File: config.mk
export PLATFORM = sky130hd
export DESIGN_NAME = mau_fp_addsub
export DESIGN_NICKNAME = d
export VERILOG_FILES = /design/src/rtl/mau_fp_addsub.sv
export SDC_FILE = /design/constraint.sdc
export NUM_CORES = 1
export LEC_CHECK = 0
export BUFFER_PORTS_ARGS = -buffer_cell sky130_fd_sc_hd__buf_2
export CAP_MARGIN = 20
export CELL_PAD_IN_SITES_DETAIL_PLACEMENT = 0
export CELL_PAD_IN_SITES_GLOBAL_PLACEMENT = 1
export CORE_MARGIN = 2
export CORE_UTILIZATION = 35
export DETAILED_ROUTE_END_ITERATION = 7
export GPL_TIMING_DRIVEN = 0
export PLACE_DENSITY = 0.65
export SYNTH_ARGS = -nofsm -noshare
export SYNTH_HDL_FRONTEND = slang
export SYNTH_SLANG_ARGS = --single-unit
File: constraint.sdc
create_clock -name clk -period 4.8 [get_ports clk]
set_input_delay 0.72 -clock clk [delete_from_list [all_inputs] [get_ports clk]]
set_output_delay 0.72 -clock clk [all_outputs]
set_load 0.01 [all_outputs]
File: src/rtl/mau_fp_addsub.sv
// Multi-cycle sign/magnitude floating-point add/subtract for the MAU datapath.
// Five-state sequencer: IDLE -> ALIGN -> ADD -> NORM -> OUT, one operation in flight.
module mau_fp_addsub #(
   parameter int MW = 18,
   parameter int EW = 5
) (
   input  logic          clk,
   input  logic          reset,
   input  logic          in_valid,
   output logic          in_ready,
   input  logic          op,
   input  logic [MW-1:0] a_mantissa,
   input  logic [EW-1:0] a_exponent,
   input  logic          a_sign,
   input  logic [MW-1:0] b_mantissa,
   input  logic [EW-1:0] b_exponent,
   input  logic          b_sign,
   output logic          out_valid,
   input  logic          out_ready,
   output logic [MW-1:0] c_mantissa,
   output logic [EW-1:0] c_exponent,
   output logic          c_sign,
   output logic          c_zero,
   output logic          c_ovf
);

   typedef enum logic [2:0] {S_IDLE, S_ALIGN, S_ADD, S_NORM, S_OUT} state_t;

   state_t        state, state_nx;
   logic [MW-1:0] l_m, s_m;
   logic [EW-1:0] l_e, delta;
   logic          l_s, s_s;
   logic [MW:0]   sum, sum_c;
   logic          sum_s, sum_s_c;
   logic [MW-1:0] n_m;
   logic [EW-1:0] n_e;
   logic          n_s, n_z, n_v;
   logic [31:0]   lz, sh;
   logic          a_big;

   function automatic logic [31:0] lzc(input logic [MW-1:0] v);
      logic [31:0] n;
      n = 32'(MW);
      for (int i = 0; i < MW; i++)
         if (v[i]) n = 32'(MW - 1 - i);
      return n;
   endfunction

   assign in_ready = (state == S_IDLE);
   assign out_valid = (state == S_OUT);
   assign a_big = (a_exponent >= b_exponent);

   always_comb begin
      state_nx = state;
      case (state)
         S_IDLE:  if (in_valid) state_nx = S_ALIGN;
         S_ALIGN: state_nx = S_ADD;
         S_ADD:   state_nx = S_NORM;
         S_NORM:  state_nx = S_OUT;
         S_OUT:   if (out_ready) state_nx = S_IDLE;
         default: state_nx = S_IDLE;
      endcase
   end

   // Unlike signs: the result takes the sign of whichever magnitude is larger,
   // which may be the aligned small operand when inputs are unnormalised.
   always_comb begin
      sum_c   = '0;
      sum_s_c = l_s;
      if (l_s == s_s)
         sum_c = {1'b0, l_m} + {1'b0, s_m};
      else if (l_m >= s_m)
         sum_c = {1'b0, l_m} - {1'b0, s_m};
      else begin
         sum_c   = {1'b0, s_m} - {1'b0, l_m};
         sum_s_c = s_s;
      end
   end

   always_comb begin
      n_m = '0;
      n_e = '0;
      n_s = 1'b0;
      n_z = 1'b0;
      n_v = 1'b0;
      lz  = lzc(sum[MW-1:0]);
      sh  = (lz < 32'(l_e)) ? lz : 32'(l_e);
      if (sum == '0)
         n_z = 1'b1;
      else if (sum[MW]) begin
         n_s = sum_s;
         if (l_e != '1) begin
            n_m = sum[MW:1];
            n_e = l_e + 1'b1;
         end else begin
            n_m = '1;
            n_e = '1;
            n_v = 1'b1;
         end
      end else begin
         n_s = sum_s;
         n_m = sum[MW-1:0] << sh;
         n_e = l_e - EW'(sh);
      end
   end

   always_ff @(posedge clk or posedge reset) begin
      if (reset) state <= S_IDLE;
      else       state <= state_nx;
   end

   always_ff @(posedge clk or posedge reset) begin
      if (reset) begin
         l_m <= '0; l_e <= '0; l_s <= 1'b0;
         s_m <= '0; s_s <= 1'b0; delta <= '0;
         sum <= '0; sum_s <= 1'b0;
         c_mantissa <= '0; c_exponent <= '0; c_sign <= 1'b0;
         c_zero <= 1'b0; c_ovf <= 1'b0;
      end else begin
         case (state)
            S_IDLE: if (in_valid) begin
               c_zero <= 1'b0;
               c_ovf  <= 1'b0;
               if (a_big) begin
                  l_m <= a_mantissa; l_e <= a_exponent; l_s <= a_sign;
                  s_m <= b_mantissa; s_s <= b_sign ^ op;
                  delta <= a_exponent - b_exponent;
               end else begin
                  l_m <= b_mantissa; l_e <= b_exponent; l_s <= b_sign ^ op;
                  s_m <= a_mantissa; s_s <= a_sign;
                  delta <= b_exponent - a_exponent;
               end
            end
            S_ALIGN: s_m <= (32'(delta) >= 32'(MW)) ? '0 : (s_m >> delta);
            S_ADD: begin
               sum   <= sum_c;
               sum_s <= sum_s_c;
            end
            S_NORM: begin
               c_mantissa <= n_m;
               c_exponent <= n_e;
               c_sign     <= n_s;
               c_zero     <= n_z;
               c_ovf      <= n_v;
            end
            default: ;
         endcase
      end
   end

endmodule
=== Word-level counts from Yosys, hierarchy flattened ===
Index checks and enable logic that the tools add are counted.

* Bitwise operators: 1
* Shift operators: 2
* Multiplexer cells: 49
* Reduce and logical (&&, ||, !) cells: 8
* Add/subtract/negate cells: 7
* Eq/ne operators: 8
* $lt $le $gt $ge: 4

{| class="wikitable"
|+ Operators by type and width
! kind !! count
|-
| $mux 32 || 18
|-
| $mux 18 || 6
|-
| $mux 19 || 2
|-
| $sub 18x18->19 || 2
|-
| $pmux 18 s2 || 1
|-
| $lt 32x5->1 || 1
|-
| $shl 18x32->18 || 1
|-
| $mux 5 || 5
|-
| $add 18x18->19 || 1
|-
| $logic_not 19->1 || 1
|-
| $ge 18x18->1 || 1
|-
| $shr 18x5->18 || 1
|-
| $mux 17 || 1
|-
| $pmux 3 s5 || 1
|-
| $sub 5x5->5 || 3
|-
| $mux 1 || 10
|-
| $reduce_and 2->1 || 4
|-
| $eq 3x2->1 const B || 2
|-
| $mux 3 || 2
|-
| $add 5x1->5 const B || 1
|-
| $ge 5x5->1 || 1
|-
| $ge 5x5->1 const B || 1
|-
| $ne 5x5->1 const B || 1
|-
| $pmux 1 s2 || 2
|-
| 9 further kinds || 10
|}

* Register bits: 97
* Output and inout port bits: 28
* Input bits: 53

=== Longest topological paths before layout ===
Gate-level depths: netlist of the first run.

* Depth after elaboration: 23
* Gate-level depth with buffers: 20

=== Least setup slack after synthesis of the first run ===
OpenSTA, ideal clock, no wires.

* Path type: register to register
* Start: register sum[13]
* End: register c_exponent[4]
* Path buffers: 3
* Library setup time: 0.121 ns
* Setup slack: 0.403 ns
* Clock period less this slack: 4.397 ns
* Arrival: 4.276 ns
* Cell stages (with the launch flop): 20
* Data required time: 4.679 ns
* Cells stage by stage: dfrtp_1 > buf_4 > nor4_1 > nand3_1 > or3_1 > inv_1 > ha_1 > a21o_1 > o21ai_1 > a2111oi_2 > nor4_4 > mux2i_1 > buf_4 > buf_4 > ha_1 > a21o_1 > a21oi_1 > xnor2_1 > o21ai_0 > a22o_1

* Cells in the longest elaborated chain, start to end: 10
* Elaborated cells on any way between the ends: 11
* Those cells by class: add/sub (1); order compare (1); mux (8); reduce/logical (1)

{| class="wikitable"
|+ RTL lines
! element !! RTL line !! text
|-
| start, declared || 33 || <nowiki>logic [MW:0] sum, sum_c;</nowiki>
|-
| start signal, assigned || 136 || <nowiki>sum <= sum_c;</nowiki>
|-
| $mux 32 (5 in series) || 45 || <nowiki>if (v[i]) n = 32'(MW - 1 - i);</nowiki>
|-
| $lt 32x5->1 || 87 || <nowiki>sh = (lz < 32'(l_e)) ? lz : 32'(l_e);</nowiki>
|-
| $mux 32 || 87 ||
|-
| $sub 5x5->5 || 103 || <nowiki>n_e = l_e - EW'(sh);</nowiki>
|-
| $mux 5 || 90 || <nowiki>else if (sum[MW]) begin</nowiki>
|-
| $mux 5 * || 88 || <nowiki>if (sum == '0)</nowiki>
|-
| end signal, assigned || 141 || <nowiki>c_exponent <= n_e;</nowiki>
|-
| end, declared || 21 || <nowiki>output logic [EW-1:0] c_exponent,</nowiki>
|}

Mark *: on every way between the ends. The rest lies on a longest branch, timed or not.
A chain may end at the register's enable or synchronous reset.

=== Final worst setup path of the first run ===
* Start: register sum[13]
* End: register c_mantissa[15]

* Cells in the longest elaborated chain, start to end: 10
* Elaborated cells on any way between the ends: 11
* Those cells by class: order compare (1); shift (1); mux (8); reduce/logical (1)

{| class="wikitable"
|+ RTL lines
! element !! RTL line !! text
|-
| $mux 32 (5 in series) || 45 ||
|-
| $lt 32x5->1 || 87 ||
|-
| $mux 32 || 87 ||
|-
| $shl 18x32->18 || 102 || <nowiki>n_m = sum[MW-1:0] << sh;</nowiki>
|-
| $mux 18 || 90 ||
|-
| $mux 18 * || 88 ||
|-
| end signal, assigned || 140 || <nowiki>c_mantissa <= n_m;</nowiki>
|-
| end, declared || 20 || <nowiki>output logic [MW-1:0] c_mantissa,</nowiki>
|}

Marked as above.

==> results of run 1 <==
## area by class of cell
type	count	area share (%)
well taps	335	3.94
clock buffers	9	2.11
plain buffers	76	3.22
multi-input cells	886	59.7
clock inverters	7	0.599
inverters	85	3.02
repair buffers	89	4.62
flip-flops and latches	97	22.8
## metal layers
layer / part of all wire (%) / track usage, % / vias to the layer above
met5: 0 / 0 / -
met4: 1.2 / 4.76 / 0
met3: 4.6 / 2.51 / 28
met2: 45 / 36.5 / 231
met1: 50 / 34.1 / 4313
li1: - / - / 4315
## what timing repair did
item / 4_1_cts / 5_1_grt
resized for setup: 5 / 9
pin swaps: 2 / 0
gates cloned: 0 / 0
setup endpoints to repair: 6 / 11
setup buffers: 3 / 5
## cells in the final DEF (no fill, tap or decap), types with 9 or more instances in the layout
master / count
a21o_1: 13
a21oi_1: 75
a31oi_1: 16
buf_2: 90
buf_4: 9
clkbuf_1: 54
clkbuf_16: 9
dfrtp_1: 96
ha_1: 74
inv_1: 82
mux2_2: 9
mux2i_1: 86
mux4_2: 11
nand2_1: 121
nand2b_1: 10
nand3_1: 17
nor2_1: 89
nor2b_1: 14
nor3_1: 24
o211ai_1: 9
o21ai_0: 102
o22a_1: 13
o22ai_1: 10
xnor2_1: 16
xor2_1: 10
## worst max-delay path, cell delays in order, from the launching register on
cell	delay [ps]
dfrtp_1	380
buf_4	180
nor4_4	310
nand3_1	140
or3_4	450
inv_2	90
ha_1	240
a21o_1	220
nor2_1	140
nor2_1	120
nor4_4	310
buf_6	170
mux2i_4	340
mux4_2	580
mux2i_1	380
nor3_1	80
a211oi_1	260
o21ai_1	90
## per-stage QoR
| step | std cells | cell area [um2] | setup slack [ps] |
|---|---|---|---|
| finish | 1584 | 10700 | 211 |
| global route | 1584 | 10700 | 2.83 |
| CTS | 1579 | 10600 | 37.0 |
| detailed placement | 1561 | 10200 | -415 |
| global placement | 1560 | 10200 | -449 |
| floorplan | 1145 | 9380 | 403 |
## worst min-delay path by stage
| stage | startpoint | to | slack [ps] | cells past startpoint |
|---|---|---|---|---|
| 2_1_floorplan | sum_s$_DFFE_PP0P_ | sum_s$_DFFE_PP0P_ | 450 | 2 |
| 3_3_place_gp | c_mantissa[11]$_DFFE_PP0P_ | c_mantissa[11]$_DFFE_PP0P_ | 450 | 2 |
| 3_5_place_dp | c_exponent[3]$_DFFE_PP0P_ | c_exponent[3]$_DFFE_PP0P_ | 460 | 2 |
| 4_1_cts | reset | c_mantissa[3]$_DFFE_PP0P_ | 480 | 2 |
| 5_1_grt | c_mantissa[11]$_DFFE_PP0P_ | c_mantissa[11]$_DFFE_PP0P_ | 490 | 2 |
| 6_report | reset | c_mantissa[3]$_DFFE_PP0P_ | 460 | 2 |
## registers in the layout, indices dropped and copies added, names as in the netlist, 3 cells and up
name	flops
c_exponent	5
c_mantissa	18
delta	5
l_e	5
l_m	18
s_m	18
state	3
sum	19
## synthesized netlist by cell type, drive strengths merged, types with 13 or more instances
library cell	number	share of area [%]
inv	84	3.4
o22a	13	1.2
dfrtp	97	26
nor2	90	3.6
o21ai	110	5.9
a21o	13	1.0
mux2i	88	9.4
nand3	17	0.91
ha	74	9.9
nor2b	14	0.93
a31oi	16	1.1
buf	22	1.4
nor3	24	1.3
nand2	121	4.8
clkbuf	55	2.2
xnor2	16	1.5
a21oi	75	4.0
## cell families after synthesis
logic type | count (synthesis) | synth area share [%]
flip-flops | 97 | 25.9
multiplexers | 110 | 13.5
XOR/XNOR | 26 | 2.43
buffers and inverters | 162 | 7.01
adder cells (fa/ha/maj) | 80 | 11.1
AND/OR/NAND/NOR | 325 | 16.1
AO/OA/AOI/OAI | 345 | 23.9
==> impl_metrics.ini, run 1 <==
[status]
status = complete, no violations

[layout]
final_layout_size_suffix_gt1_share_pct = 13.5
multiInputGateArea_mm2 = 0.00636
fin_nets = 1377
utilization_pct = 40.6
fill_cells = 2720
antenna_cells = 0
regArea_mm2 = 0.00243
area_growth_pct = 13.5

[global_routing]
overflow = 0
grt_pass1_wl_mm = 51.0
grt_max_degree = 53
track_usage_pct = 23.1
grt_pass1_vias = 8721
grt_antenna_before_repair = 0

[place]
gp_congestion = 0.906
dp_hpwl_mm = 25.2
port_buffers = 80

[critical_path]
crit_path_end_kind = register
cp_max_fo = 10
r2r_slack_ps = 210
worstReg2RegStart = sum[13]$_DFFE_PP0P_
crit_end = c_mantissa[15]$_DFFE_PP0P_
ff2ff_path_depth = 17
critPathKind = register to register
start_kind = register
crit_start = sum[13]$_DFFE_PP0P_
critPathRequiredTime_ps = 5050
r2r_end = c_mantissa[15]$_DFFE_PP0P_
worstPathArrival_ps = 4840

[clock_network]
cts_buffers = 9
ctsHoldBuffers = 0
clock_path_buffers = 2
clk_latency_ps = 370
cts_sinks = 97
clkTransAtPathRegs_ps = 80
cts_root_buf = clkbuf_16
htreeDepth = 3
tritoncts = yes

[drt]
drt-initial-drc-count = 652
first_pass_iters = 5
route.detailed.drc = 0
vias = 8887
via_per_inst = 5.61
routedWlPerCell_um = 20.2
ant_nets = 0
drt-total-wl_mm = 31.9

[synthesis]
yosysSeqAreaShare_pct = 25.9
synth_cell_types = 81
syn_area_per_cell_um2 = 8.20
netlist_area_mm2 = 0.00938
yosysWarnings = 0
ys.flop_type = dfrtp_1
syn_inst = 1145
async_reset_ff_share_pct = 100
synth-seq-cells = 97
synth_edf_count = 0
synth_fp_nets = 1278

[die]
dieHeight_um = 168
start_util_pct = 35.8
die-width_um = 168
ioPinCount = 81
dieArea_mm2 = 0.0281
core_mm2 = 0.0262
row_count = 59

[timing]
hold_viol_final = 0
max_slew_margin_pct = 35.1
rsz0062_at_grt = no
setup_viol = 0
finalCritPeriodShare_pct = 95.6
tns_ps = 0
fin_skew_ps = 11.6
fin_crit_ps = 4590
worst_pin_slew_ps = 974
max_freq_mhz = 218
holdWs_ps = 460
drv_slew = 0

[flow_run]
maxCapViolCount = 0

[worst_hold_path]
hp-class = input port to async pin
Power of run 1 is left out: the tool's default activity adds up to more than one toggle a clock period on the data nets, which glitch-free logic cannot reach.
==> inputs of run 2 (changes only) <==
--- a/config.mk
+++ b/config.mk
@@ -12,7 +12,6 @@
 export CORE_MARGIN = 2
 export CORE_UTILIZATION = 35
 export DETAILED_ROUTE_END_ITERATION = 7
-export GPL_TIMING_DRIVEN = 0
 export PLACE_DENSITY = 0.65
 export SYNTH_ARGS = -nofsm -noshare
 export SYNTH_HDL_FRONTEND = slang
==> run 2 against run 1 <==
Effect of this change: final cell count down 3.1%; setup slack improved by 200 ps; critical path depth down 1; critical endpoint unchanged; fmax increased by 4.5%; die area unchanged; core utilization decreased by 0.65 points; wire length decreased by 8.0%.
==> impl_metrics.ini, run 2 (synthesized netlist as in run 1, its figures left out) <==
[status]
status = complete, no violations

[critical_path]
path_common_cell = o21ai_1
critPathKind = register to register
crit_end = c_mantissa[15]$_DFFE_PP0P_
critPathSlowestCell = mux4_2
r2r_end = c_mantissa[15]$_DFFE_PP0P_
crit_start = sum[12]$_DFFE_PP0P_
ff2ff_path_depth = 16
path_cells = nor4_2 > nand3_1 > or3_1 > inv_1 > ha_1 > a21o_1 > o21ai_1 > nor2_1 > nor4_4 > mux2i_2 > buf_4 > mux4_2 > mux2i_1 > nor3_1 > a211oi_1 > o21ai_1
r2r_slack_ps = 410
max_stage_delay_ps = 540
worstReg2RegStart = sum[12]$_DFFE_PP0P_
worstPathArrival_ps = 4640
start_kind = register
cp_max_fo = 8
critPathRequiredTime_ps = 5050
crit_path_end_kind = register

[clock_network]
cts_root_buf = clkbuf_16
cts_sinks = 97
clock_path_buffers = 2
htreeDepth = 3
clkTransAtPathRegs_ps = 80
ctsHoldBuffers = 0
tritoncts = yes
cts_buffers = 9
clk_latency_ps = 360

[timing]
max_freq_mhz = 228
fin_crit_ps = 4390
fin_skew_ps = 11.9
hold_viol_final = 0
drv_slew = 0
finalCritPeriodShare_pct = 91.5
worst_pin_slew_ps = 924
rsz0062_at_grt = no
max_slew_margin_pct = 38.1
tns_ps = 0
setup_viol = 0

[die]
dieArea_mm2 = 0.0281
dieHeight_um = 168
start_util_pct = 35.8
core_mm2 = 0.0262
ioPinCount = 81
row_count = 59
die-width_um = 168

[drt]
route.detailed.drc = 0
via_per_inst = 5.58
ant_nets = 0
first_pass_iters = 5
drt-total-wl_mm = 29.4
routedWlPerCell_um = 19.1
vias = 8563
drt-initial-drc-count = 545

[layout]
regMostFlops = sum
final_layout_size_suffix_gt1_share_pct = 14.8
fin_nets = 1328
layout_commonest_cell = nand2_1
antenna_cells = 0
area_growth_pct = 11.7
layout_common_cells = nand2_1, o21ai_0, dfrtp_1, nor2_1, mux2i_1
utilization_pct = 40.0
largest_reg_flops = 19

[global_routing]
grt_pass1_wl_mm = 47.4
busiest_layer = met2
overflow = 0
grt_util_met1_pct = 31.6
grt_max_degree = 67
grt_pass1_vias = 8337
grt_antenna_before_repair = 0
track_usage_pct = 21.2
grt.met3_usage_pct = 3.19
grt_use_met2_pct = 32.1

[place]
dp_hpwl_mm = 22.7
gp_congestion = 0.908
port_buffers = 80

[worst_hold_path]
hp-class = register to register

[flow_run]
maxCapViolCount = 0
-- run 2: cell types whose count changed in the layout (fill, tap and decap cells not counted), sizes merged --
cell,before,now
clkinv,5,4
buf,111,116
inv,86,85
bufinv,0,1
clkbuf,63,10
-- run 2: layer usage --
metal	wire length, um	vias up
met5	0	-
met4	467	0
met3	1580	33
met2	12900	243
met1	14400	4080
li1	-	4207
-- run 2: repair_timing --
item                                   in CTS  in global routing
resized for setup                           0                  1
buffers inserted                            0                  1
endpoints found under the hold margin       0                  0
setup endpoints to repair                   0                  3
-- run 2: worst min path at each step --
stage | startpoint | endpoint | depth (start not counted)
after detailed placement | c_mantissa[14]$_DFFE_PP0P_ | c_mantissa[14]$_DFFE_PP0P_ | 1
after global placement | c_mantissa[14]$_DFFE_PP0P_ | c_mantissa[14]$_DFFE_PP0P_ | 1
after global routing | c_mantissa[3]$_DFFE_PP0P_ | c_mantissa[3]$_DFFE_PP0P_ | 2
after floorplan | sum_s$_DFFE_PP0P_ | sum_s$_DFFE_PP0P_ | 2
after CTS | c_mantissa[14]$_DFFE_PP0P_ | c_mantissa[14]$_DFFE_PP0P_ | 1
final | c_mantissa[0]$_DFFE_PP0P_ | c_mantissa[0]$_DFFE_PP0P_ | 2
-- run 2: cell type report --
type                       instances  area (um2)
clock buffer                      10         239
fill                            2675       15700
inverter                          85         322
timing repair buffer             116         671
multi-input combinational        886        6330
tap                              335         419
sequential                        97        2430
clock inverter                     6        76.3
-- run 2: through the flow --
stage	worst slack [ps]	area, um2	std cells	hold slack (ps)
after floorplan	403	9380	1145	451
after global placement	367	10200	1518	457
after detailed placement	217	10200	1518	465
after CTS	225	10500	1534	485
after global routing	50.1	10500	1535	502
final	408	10500	1535	475
-- run 2: critical path, delay by kind of cell (launching register included) --
family / cells / cell delay, ps
flip-flops: 1 / 500
adder cells (fa/ha/maj): 1 / 250
AO/OA/AOI/OAI: 4 / 750
multiplexers: 3 / 1110
buffers and inverters: 2 / 320
AND/OR/NAND/NOR: 6 / 1360
Power of run 2 is left out for the same reason.
==> inputs of run 3 (changes only) <==
--- a/config.mk
+++ b/config.mk
@@ -5,6 +5,7 @@
 export SDC_FILE = /design/constraint.sdc
 export NUM_CORES = 1
 export LEC_CHECK = 0
+export ABC_AREA = 1
 export BUFFER_PORTS_ARGS = -buffer_cell sky130_fd_sc_hd__buf_2
 export CAP_MARGIN = 20
 export CELL_PAD_IN_SITES_DETAIL_PLACEMENT = 0
@@ -12,7 +13,7 @@
 export CORE_MARGIN = 2
 export CORE_UTILIZATION = 35
 export DETAILED_ROUTE_END_ITERATION = 7
-export PLACE_DENSITY = 0.65
+export PLACE_DENSITY = 0.67
 export SYNTH_ARGS = -nofsm -noshare
 export SYNTH_HDL_FRONTEND = slang
 export SYNTH_SLANG_ARGS = --single-unit
==> run 3 against run 2 <==
Effect of this change: critical path depth rose by 6; highest routed layer unchanged; design area fell by 5.2%; final cell count rose by 11%; non-clock buffer count fell by 20; wire length rose by 3.2%; first-iteration DRC count rose by 9.9%; clock skew rose by 6.4 ps; core utilization fell by 0.44 points; synthesized cell count rose by 16%; sequential cell count did not move.
==> impl_metrics.ini, run 3 <==
[timing]
tns_ps = 0
hold_viol_final = 0
finalCritPeriodShare_pct = 84.2
rsz0062_at_grt = no
setup_ws_ps = 759
max_slew_margin_pct = 48.1
fin_crit_ps = 4040
worst_pin_slew_ps = 776
fin_skew_ps = 18.3
drv_slew = 0
setup_viol = 0
max_freq_mhz = 247

[critical_path]
critPathSlowestCell = dfrtp_1
cp_max_fo = 19
max_stage_delay_ps = 450
start_kind = register
critPathKind = register to register
crit_family = compound AO/OA/AOI/OAI gates
worst-path-buf-inv = 2
path_common_cell = nand2_1
crit_path_end_kind = register
critPathRequiredTime_ps = 5090
worstReg2RegStart = sum[5]$_DFFE_PP0P_
crit_start = sum[5]$_DFFE_PP0P_
worstPathArrival_ps = 4330
path_cells = nor2_1 > nand2_1 > a21oi_1 > o21ai_0 > a211oi_1 > ha_1 > nand2_1 > nand2_1 > nand2_1 > nand2_2 > nand2_4 > nand2_8 > o21ai_4 > inv_2 > ha_1 > nand2_1 > inv_1 > o21a_1 > nor2_1 > xor2_1 > nor2_1 > o21ai_0

[place]
port_buffers = 80
gp_congestion = 0.917
pre_cts_ws_ps = 761
dp_hpwl_mm = 23.8

[layout]
final_layout_size_suffix_gt1_share_pct = 10.2
largest_reg_flops = 19
layout_common_cells = nand2_1, o21ai_0, inv_1, a21oi_1, nand3_1
antenna_cells = 0
layout_commonest_cell = nand2_1
area_growth_pct = 11.0
fin_nets = 1509
utilization_pct = 39.6
regMostFlops = sum
fill_cells = 2779

[clock_network]
cts_sinks = 97
postCtsSetupBuffers = 0
ctsHoldBuffers = 0
clkTransAtPathRegs_ps = 80
cts_buffers = 9
clock_path_buffers = 2
cts_root_buf = clkbuf_16
tritoncts = yes
htreeDepth = 3
clk_latency_ps = 370
cts_resized = 0

[die]
row_count = 58
start_util_pct = 35.6
die-width_um = 164
dieArea_mm2 = 0.0269
dieHeight_um = 164
ioPinCount = 81
core_mm2 = 0.0251

[drt]
via_per_inst = 5.23
drt-initial-drc-count = 599
first_pass_iters = 5
vias = 8944
drt-total-wl_mm = 30.3
ant_nets = 0
routedWlPerCell_um = 17.7
route.detailed.drc = 0

[synthesis]
yosys.area.top_type = dfrtp_1
synth_cell_types = 50
ys.flop_type = dfrtp_1
netlist_area_mm2 = 0.00895
synth_edf_count = 0
syn_area_per_cell_um2 = 6.76
synth_fp_nets = 1456
synth_top_area_share_pct = 27.1
syn_inst = 1323
yosysWarnings = 0
async_reset_ff_share_pct = 100
synth_commonest_cells = nand2_1, o21ai_0, inv_1
synth-seq-cells = 97
yosysMostFrequentCell = nand2_1
yosysSeqAreaShare_pct = 27.1
synth.top_cells.by_area = dfrtp_1, nand2_1, ha_1, o21ai_0, a21oi_1

[global_routing]
grt_pass1_wl_mm = 48.0
grt_max_degree = 73
track_usage_pct = 23.0
overflow = 0
grt_antenna_before_repair = 0
grt_pass1_vias = 8666

[flow_run]
maxCapViolCount = 0

[worst_hold_path]
hp-class = input port to async pin

[status]
status = complete, no violations
==> run 3: cell types whose count changed after synthesis, moves of 14 or more <==
cell,previous run,this run
o21ai_0,102,159
a21oi_1,75,124
nor3_1,24,10
nor2b_1,14,0
nand2_1,121,318
nand3_1,17,100
a31oi_1,16,2
nor2_1,89,69
inv_1,84,155
mux2i_1,87,5
==> run 3: final timing paths <==
path / to / slack (ps) / cells past startpoint
worst min-delay path: s_m[17]$_DFFE_PP0P_ / 290 / 2
worst min register to register: c_mantissa[17]$_DFFE_PP0P_ / 480 / 2
worst max register to register: c_exponent[4]$_DFFE_PP0P_ / 760 / 22
max in group asynchronous: s_m[3]$_DFFE_PP0P_ / 3860 / 3
min in group clk: c_mantissa[17]$_DFFE_PP0P_ / 480 / 2
worst max-delay path: c_exponent[4]$_DFFE_PP0P_ / 760 / 22
==> run 3: worst register-to-register path: stages, from the launching register on <==
cell	delay, ps
dfrtp_1	450
nor2_1	160
nand2_1	100
a21oi_1	140
o21ai_0	100
a211oi_1	410
ha_1	320
nand2_1	70
nand2_1	50
nand2_1	70
nand2_2	60
nand2_4	110
nand2_8	90
o21ai_4	390
inv_2	260
ha_1	390
nand2_1	80
inv_1	40
o21a_1	160
nor2_1	110
xor2_1	150
nor2_1	50
o21ai_0	190
==> run 3: metal layers <==
layer | part of all wire, % | vias up | routed length [um] | track usage, %
met3 | 2.7 | 32 | 820 | 1.94
li1 | - | 4552 | - | -
met5 | 0 | - | 0 | 0
met1 | 51 | 4173 | 15300 | 33.3
met2 | 44 | 187 | 13500 | 36.0
met4 | 2.4 | 0 | 729 | 7.74
==> run 3: area by class of cell <==
class / instances / area [um2] / area share (%)
Multi-Input combinational cell: 1008 / 5650 / 56.9
Inverter: 164 / 618 / 6.22
Tap cell: 330 / 413 / 4.16
Clock buffer: 11 / 243 / 2.44
Sequential cell: 97 / 2430 / 24.4
Timing Repair Buffer: 96 / 541 / 5.44
Clock inverter: 5 / 38.8 / 0.391
==> run 3: stage by stage <==
stage | instance area, um2 | hold slack, ps | std cells
6_report | 9930 | 290 | 1711
5_1_grt | 9930 | 313 | 1711
4_1_cts | 9900 | 482 | 1710
3_5_place_dp | 9620 | 461 | 1694
3_3_place_gp | 9620 | 460 | 1694
2_1_floorplan | 8950 | 496 | 1323
==> run 3: cells by family after synthesis <==
logic type               count (synthesis)  share of synthesized area (%)
AND/OR/NAND/NOR                        527                           25.3
flip-flops                              97                           27.1
multiplexers                             5                          0.559
adder cells (fa/ha/maj)                 80                           11.7
XOR/XNOR                                25                           2.45
AO/OA/AOI/OAI                          371                           23.1
buffers and inverters                  218                           9.75
Power of run 3 is left out for the same reason.
